`src/rtl/btn_debounce.sv`:
```
// rtl/btn_debounce.sv - per-channel button synchroniser, debounce filter and edge pulses
//
// Purpose:
//   Conditions N_BTN raw asynchronous button inputs. Each channel is
//   synchronised through two flops. The synchronised level must then disagree
//   with the accepted level for DEBOUNCE_CYCLES consecutive cycles before it is
//   taken as the new debounced level. On the edge that changes a level, a
//   one-cycle press or release pulse is registered. A lowest-index-wins
//   summary of the press vector is also registered.
//
// Ports:
//   clk          in   1      system clock
//   rst_n        in   1      asynchronous active-low reset
//   btn_raw      in   N_BTN  raw asynchronous button inputs, active-high
//   btn_level    out  N_BTN  debounced level, registered
//   btn_press    out  N_BTN  one-cycle pulse on debounced 0->1
//   btn_release  out  N_BTN  one-cycle pulse on debounced 1->0
//   press_valid  out  1      OR of btn_press, aligned with it
//   press_idx    out  3      lowest set index of btn_press, 0 when none

module btn_debounce #(
  parameter int N_BTN           = 8,
  parameter int DEBOUNCE_CYCLES = 16
) (
  input  logic             clk,
  input  logic             rst_n,
  input  logic [N_BTN-1:0] btn_raw,
  output logic [N_BTN-1:0] btn_level,
  output logic [N_BTN-1:0] btn_press,
  output logic [N_BTN-1:0] btn_release,
  output logic             press_valid,
  output logic [2:0]       press_idx
);

  localparam int CNT_W = $clog2(DEBOUNCE_CYCLES + 1);
  localparam logic [CNT_W-1:0] CNT_LAST = CNT_W'(DEBOUNCE_CYCLES - 1);

  logic [N_BTN-1:0] s1_q, s2_q;
  logic [N_BTN-1:0] level_q, level_d;
  logic [N_BTN-1:0] press_q, press_d;
  logic [N_BTN-1:0] release_q, release_d;
  logic             valid_q, valid_d;
  logic [2:0]       idx_q, idx_d;
  logic [CNT_W-1:0] cnt_q [N_BTN];
  logic [CNT_W-1:0] cnt_d [N_BTN];

  // Filter: any cycle where s2 agrees with the accepted level restarts the
  // count, so only an uninterrupted run of disagreement is accepted.
  always_comb begin
    level_d = level_q;
    cnt_d   = cnt_q;
    for (int i = 0; i < N_BTN; i++) begin
      if (s2_q[i] == level_q[i]) begin
        cnt_d[i] = '0;
      end else if (cnt_q[i] == CNT_LAST) begin
        level_d[i] = s2_q[i];
        cnt_d[i]   = '0;
      end else begin
        cnt_d[i] = cnt_q[i] + CNT_W'(1);
      end
    end
  end

  // Pulses derived from next-state level so they land on the changing edge.
  always_comb begin
    press_d   = level_d & ~level_q;
    release_d = ~level_d & level_q;
    valid_d   = |press_d;
    idx_d     = 3'd0;
    // Scan downward so the lowest set index is the last one written.
    for (int i = N_BTN - 1; i >= 0; i--) begin
      if (press_d[i]) idx_d = 3'(i);
    end
  end

  always_ff @(posedge clk or negedge rst_n) begin
    if (!rst_n) begin
      s1_q      <= '0;
      s2_q      <= '0;
      level_q   <= '0;
      press_q   <= '0;
      release_q <= '0;
      valid_q   <= 1'b0;
      idx_q     <= 3'd0;
      for (int i = 0; i < N_BTN; i++) cnt_q[i] <= '0;
    end else begin
      s1_q      <= btn_raw;
      s2_q      <= s1_q;
      level_q   <= level_d;
      press_q   <= press_d;
      release_q <= release_d;
      valid_q   <= valid_d;
      idx_q     <= idx_d;
      for (int i = 0; i < N_BTN; i++) cnt_q[i] <= cnt_d[i];
    end
  end

  assign btn_level   = level_q;
  assign btn_press   = press_q;
  assign btn_release = release_q;
  assign press_valid = valid_q;
  assign press_idx   = idx_q;

endmodule

```
`config.mk`:
```
export PLATFORM = sky130hd
export DESIGN_NAME = btn_debounce
export DESIGN_NICKNAME = d
export VERILOG_FILES = /design/src/rtl/btn_debounce.sv
export SDC_FILE = /design/constraint.sdc
export NUM_CORES = 1
export LEC_CHECK = 0
export ABC_CLOCK_PERIOD_IN_PS = 2700
export CAP_MARGIN = 25
export CORE_ASPECT_RATIO = 0.9
export CORE_UTILIZATION = 30
export CTS_BUF_LIST = sky130_fd_sc_hd__clkbuf_2 sky130_fd_sc_hd__clkbuf_4 sky130_fd_sc_hd__clkbuf_8
export CTS_CLUSTER_SIZE = 14
export DETAILED_ROUTE_END_ITERATION = 12
export PLACE_DENSITY_LB_ADDON = 0.12
export REMOVE_ABC_BUFFERS = 1
export SYNTH_ARGS = -nofsm -noshare
export SYNTH_HDL_FRONTEND = slang
export SYNTH_SLANG_ARGS = --single-unit
```
`constraint.sdc`:
```
create_clock -name clk -period 2.7 [get_ports clk]
set_input_delay 0.81 -clock clk [delete_from_list [all_inputs] [get_ports clk]]
set_output_delay 0.81 -clock clk [all_outputs]
set_load 0.005 [all_outputs]
```
==> impl_metrics.ini, run 1 <==
[status]
status = finished, violations left
violations = DRC

[setup_path]
critical_path_required_ns = 1.89
critical_path_class = flop to primary output
slowest_delay_ns = 0.55
cpLargestDelayFamily = buffers and inverters
reg2regPathDepth = 5
crit_fanout = 5
path_cells = clkdlybuf4s50_1
start_kind = flop
worstPathBufferInverterCount = 1
worst-r2r-setup-slack_ns = 1.06
crit_path_top_delay_cell = clkdlybuf4s50_1
rr_endpoint = press_valid$_DFF_PN0_
arrival_ns = 1.37
worst_r2r_startpoint = cnt_q[5]$_DFF_PN0_
crit_path_end_kind = primary output

[grt]
grt_usage_pct = 11.7
grt_max_degree = 41
antenna_found_initial = 0
first_global_vias = 1892
grt_overflow = 0
grt_pass1_wl_mm = 9.80

[synth]
synth_area_per_cell_um2 = 13.7
synth_top_family_by_area = simple AND/OR/NAND/NOR gates
synth_compound_area_share_pct = 3.26
ys.flop_type = dfrtp_1
yosysTopAreaCell = dfrtp_1
ys_top_cells_by_count = dfrtp_1 (84), xor2_1 (24), nand2_1 (22), nor2_1 (18), and2_1 (9)
ys_ff_latch = 84
synth_xor_area_share_pct = 6.51
synthesis.area_mm2 = 0.00323
async_flop_share_pct = 100
synthAdderAreaFrac_pct = 3.10
synth_simple_gate_area_share_pct = 19.4
synth_edf_count = 0
synth_mux_area_share_pct = 2.09
ys_seq_area_share_pct = 65.1
synth_most_common_cell = dfrtp_1
synth_area_leaders = dfrtp_1 (65%), xor2_1 (6.5%), ha_1 (3.1%)
synth_top_area_share_pct = 65.1
netlist_instances = 236
synth.distinct_cells = 35
synth-warning-count = 0

[route]
detail-route-antenna-nets = 0
finalWirelength_mm = 5.72
drc_errors = 2
dr.pass1.iters = 8
routed_via_density = 4.45
num_vias = 1871
routedWlPerCell_um = 13.6
first_iter_violations = 95

[min_path]
hold_start = s1_q[2]$_DFF_PN0_
hold_end = s2_q[2]$_DFF_PN0_
hold_path_depth = 0
worstHoldPathType = flop to flop

[pwr]
p_total_mw = 2.57
p_comb_share_pct = 4.2
p_sw_uw = 552
power.share.sequential_pct = 51.9
p_per_area_mw_per_mm2 = 635
clkPwrFrac_pct = 43.9
swShare_pct = 21.5
p_int_mw = 2.01
ir_drop_mv = 0.334
leakagePower_nw = 2.08

[cells_and_area]
areaGrowthSynthToFinish_pct = 25.2
layout.nets = 304
n_antenna_cell = 0
drive_gt1_share_pct = 13.4
finish.utilization_pct = 39.1
postLayoutCellArea_mm2 = 0.00404

[floorplanning]
coreArea_mm2 = 0.0103
start_util_pct = 31.2
dieWidth_um = 111
io_pins = 38
die_area_mm2 = 0.0112
core.rowCount = 35
fp.dieH_um = 100

[placed_design]
numPortBuffers = 37
gp_congestion = 0.715
dp_slack_ns = 0.924
dp_hpwl_mm = 3.93
place_area_mm2 = 0.00378

[clock_tree]
clockRootBuffer = clkbuf_8
cts_tree = yes
ctsResizeCount = 0
numCtsBuffers = 9
htreeDepth = 3
clock_insertion_delay_worst_skew_ns = 0.36
ctsLongestPathBuffers = 2
clkTransAtPathRegs_ns = 0.09
cts_hold_buffers = 0
cts_setup_buffers = 0
cts_sinks = 84

[sta]
skew_ns = 0.0102
setup_viol = 0
setup_slack_ns = 0.518
relSlewSlack_pct = 73.3
finalHoldViolations = 0
final-max-slew-violation-count = 0
tightestPinTransition_ns = 0.401
setup_tns_ns = 0
min_period_ns = 2.18
fin_crit_sh_pct = 80.8
max_clock_freq_mhz = 458
rsz0062_at_grt = false

[run]
cap_violations = 0
==> cells in the final DEF (no fill, tap or decap), types with 2 or more instances in the layout <==
cell,n
a31oi_1,8
and2_1,9
and3_1,6
and4b_1,2
buf_4,2
bufinv_16,3
clkbuf_8,11
clkdlybuf4s50_1,36
dfrtp_1,84
ha_1,8
inv_1,3
mux2_2,5
nand2_1,22
nand3_1,8
nand4b_1,2
nand4b_2,4
nand4b_4,2
nor2_1,18
nor2b_1,2
nor3b_1,7
nor3b_4,2
nor4_1,2
o221ai_1,2
or2b_1,2
xor2_1,24
==> power by group through the flow <==
stage	logic, mW	clock network [mW]	registers, mW
6_report	0.109	1.13	1.33
5_1_grt	0.129	1.22	1.34
4_1_cts	0.113	1.17	1.33
3_5_place_dp	0.110	0	1.36
3_3_place_gp	0.111	0	1.36
2_1_floorplan	0.0550	0	1.35
==> flip-flops by register name, summed over array words and instances (netlist names) <==
signal / count
btn_level: 8
btn_press: 8
btn_release: 8
cnt_q: 40
press_idx: 3
press_valid: 1
s1_q: 8
s2_q: 8
==> area by class of cell <==
cell class,instances,area (µm²)
fill,976,6290
sequential,84,2100
multi-input combinational,148,1110
timing repair buffer,39,395
tap,129,161
clock buffer,11,151
clock inverter,5,106
inverter,4,16.3
==> per-stage QoR <==
step | instances | hold WS (ns)
2_1_floorplan | 236 | 0.331
3_3_place_gp | 404 | 0.333
3_5_place_dp | 404 | 0.336
4_1_cts | 420 | 0.355
5_1_grt | 420 | 0.364
6_report | 420 | 0.351
==> kinds of logic (layout without fill, tap and decap cells) <==
logic type                 after synthesis  after routing
muxes                                    6              6
adders and majority gates                8              8
buffers and inverters                    4             59
DFF                                     84             84
xor gates and xnor gates                24             24
and+or+nand+nor                         95             95
AOI/OAI and AO/OA                       15             15
==> how the worst max path moves through the flow <==
| stage | start | endpoint | depth (start not counted) |
|---|---|---|---|
| global placement | btn_level[0]$_DFF_PN0_ | btn_level[0] | 1 |
| floorplan | cnt_q[5]$_DFF_PN0_ | press_valid$_DFF_PN0_ | 5 |
| detailed placement | btn_level[0]$_DFF_PN0_ | btn_level[0] | 1 |
| CTS | btn_level[0]$_DFF_PN0_ | btn_level[0] | 1 |
| finish | btn_level[0]$_DFF_PN0_ | btn_level[0] | 1 |
| global route | btn_level[1]$_DFF_PN0_ | btn_level[1] | 1 |
==> per-layer routing <==
metal / GRT usage (%) / vias to the layer above / share of wire [%] / wire length [µm]
met5: 0 / - / 0 / 0
met4: 4.68 / 0 / 1.7 / 99
li1: - / 919 / - / -
met2: 17.1 / 27 / 44 / 2530
met3: 4.53 / 9 / 4.6 / 262
met1: 15.6 / 916 / 49 / 2830
Power figures use the tool's default switching activity.
==> inputs of run 2 (changes only) <==
--- a/config.mk
+++ b/config.mk
@@ -5,7 +5,7 @@
 export SDC_FILE = /design/constraint.sdc
 export NUM_CORES = 1
 export LEC_CHECK = 0
-export ABC_CLOCK_PERIOD_IN_PS = 2700
+export ABC_CLOCK_PERIOD_IN_PS = 2100
 export CAP_MARGIN = 25
 export CORE_ASPECT_RATIO = 0.9
 export CORE_UTILIZATION = 30
==> constraint.sdc (replaced) <==
create_clock -name clk -period 2.1 [get_ports clk]
set_input_delay 0.63 -clock clk [delete_from_list [all_inputs] [get_ports clk]]
set_output_delay 0.63 -clock clk [all_outputs]
set_load 0.005 [all_outputs]
==> run 2 against run 1 <==
The flow still finishes with violations (DRC). Sequential share of layout area is 0.95 points higher. Register-to-register slack worse by 0.63 ns. Clock skew is 0.0016 ns lower. Setup slack worse by 0.41 ns. Highest routed layer unchanged. Total power is 13% higher. Critical path type unchanged. Worst hold slack worse by 0.15 ns. First-iteration DRC count is 37% lower. Core utilization is 0.70 points lower. Critical endpoint unchanged. Sequential cell count stayed put. Largest cell class unchanged. Cell count is 0.24% higher.
==> impl_metrics.ini, run 2 (synthesis gave the netlist of run 1 again) <==
[setup_path]
slowest_delay_ns = 0.54
crit_path_top_delay_cell = clkdlybuf4s50_1
arrival_ns = 1.36
start_kind = flop
rr_endpoint = press_idx[0]$_DFF_PN0_
crit_fanout = 5
cpLargestDelayFamily = buffers and inverters
path_cells = clkdlybuf4s50_1
worst_r2r_startpoint = cnt_q[5]$_DFF_PN0_
worstPathBufferInverterCount = 1
critical_path_class = flop to primary output
reg2regPathDepth = 5
critical_path_required_ns = 1.47
crit_path_end_kind = primary output
worst-r2r-setup-slack_ns = 0.43

[grt]
grt_util_met2_pct = 16.5
grt_usage_pct = 11.5
top_usage_layer = met2
antenna_found_initial = 0
first_global_vias = 1873
grt_overflow = 0
grt_use_met1_pct = 15.0
grt_max_degree = 36
grt_use_met3_pct = 5.13
grt_pass1_wl_mm = 9.64

[floorplanning]
io_pins = 38
core.rowCount = 35
die_area_mm2 = 0.0112
dieWidth_um = 111
coreArea_mm2 = 0.0103
fp.dieH_um = 100
start_util_pct = 31.2

[sta]
skew_ns = 0.00855
rsz0062_at_grt = false
tightestPinTransition_ns = 0.389
setup_tns_ns = 0
max_clock_freq_mhz = 503
min_period_ns = 1.99
relSlewSlack_pct = 74.0
final-max-slew-violation-count = 0
finalHoldViolations = 0
whs_ns = 0.201
setup_viol = 0
fin_crit_sh_pct = 94.7

[cells_and_area]
layout_common_cells = dfrtp_1 (84), clkdlybuf4s50_1 (36), xor2_1 (24)
n_antenna_cell = 0
layout_commonest_cell = dfrtp_1
largest_register_ffs = 40
layout.nets = 305
drive_gt1_share_pct = 13.7
finish.utilization_pct = 38.4
top_register = cnt_q
fillers = 992
areaGrowthSynthToFinish_pct = 23.0

[route]
routed_via_density = 4.39
detail-route-antenna-nets = 0
num_vias = 1850
finalWirelength_mm = 5.65
dr.pass1.iters = 8
first_iter_violations = 60
routedWlPerCell_um = 13.4
drc_errors = 2

[placed_design]
gp_congestion = 0.727
dp_hpwl_mm = 3.94
numPortBuffers = 37

[clock_tree]
ctsLongestPathBuffers = 2
cts_hold_buffers = 0
clkTransAtPathRegs_ns = 0.08
cts_tree = yes
htreeDepth = 3
clockRootBuffer = clkbuf_8
cts_sinks = 84
ctsResizeCount = 0
numCtsBuffers = 9
cts_setup_buffers = 0
clock_insertion_delay_worst_skew_ns = 0.35

[pwr]
ir_drop_mv = 0.285
leakagePower_nw = 2.06
p_per_area_mw_per_mm2 = 732

[status]
violations = DRC
status = finished, violations left

[run]
cap_violations = 0

[min_path]
worstHoldPathType = primary input to async pin
[run 2: metal layers]
layer	part of all wire, %	vias up
met4	1.5	0
met2	43	28
met5	0	-
met3	5.4	8
met1	50	900
li1	-	914
[run 2: per-stage QoR]
step	worst slack (ns)	std cells	total power, mW	area (µm²)
2_1_floorplan	0.588	236	1.81	3230
3_3_place_gp	0.480	405	1.89	3790
3_5_place_dp	0.440	405	1.89	3790
4_1_cts	0.0942	421	2.98	3970
5_1_grt	0.0419	421	3.05	3970
6_report	0.112	421	2.90	3970
[run 2: worst max path at each step]
stage                                 startpoint                      to  cells past startpoint
after global placement        cnt_q[5]$_DFF_PN0_   press_valid$_DFF_PN0_                      5
after global routing      btn_level[1]$_DFF_PN0_            btn_level[1]                      1
after floorplan               cnt_q[5]$_DFF_PN0_   press_valid$_DFF_PN0_                      5
final                     btn_level[0]$_DFF_PN0_            btn_level[0]                      1
after detailed placement      cnt_q[5]$_DFF_PN0_  press_idx[0]$_DFF_PN0_                      5
after CTS                 btn_level[0]$_DFF_PN0_            btn_level[0]                      1
[run 2: where the power goes]
group	total (mW)	internal, mW	switching, mW	leakage [nW]
Sequential	1.71	1.67	0.0441	1.12
Combinational	0.138	0.0627	0.0757	0.847
Clock	1.05	0.513	0.540	0.0981
Total	2.90	2.24	0.660	2.06
[run 2: cell type report]
cell class              count  area [µm²]  share of cell area (%)
multi-input cells         148        1110                    28.0
repair buffers             40         403                    10.1
inverters                   4        16.3                   0.410
clock buffers              14         168                    4.22
clock inverters             2        10.0                   0.252
flip-flops and latches     84        2100                    52.9
well taps                 129         161                    4.07
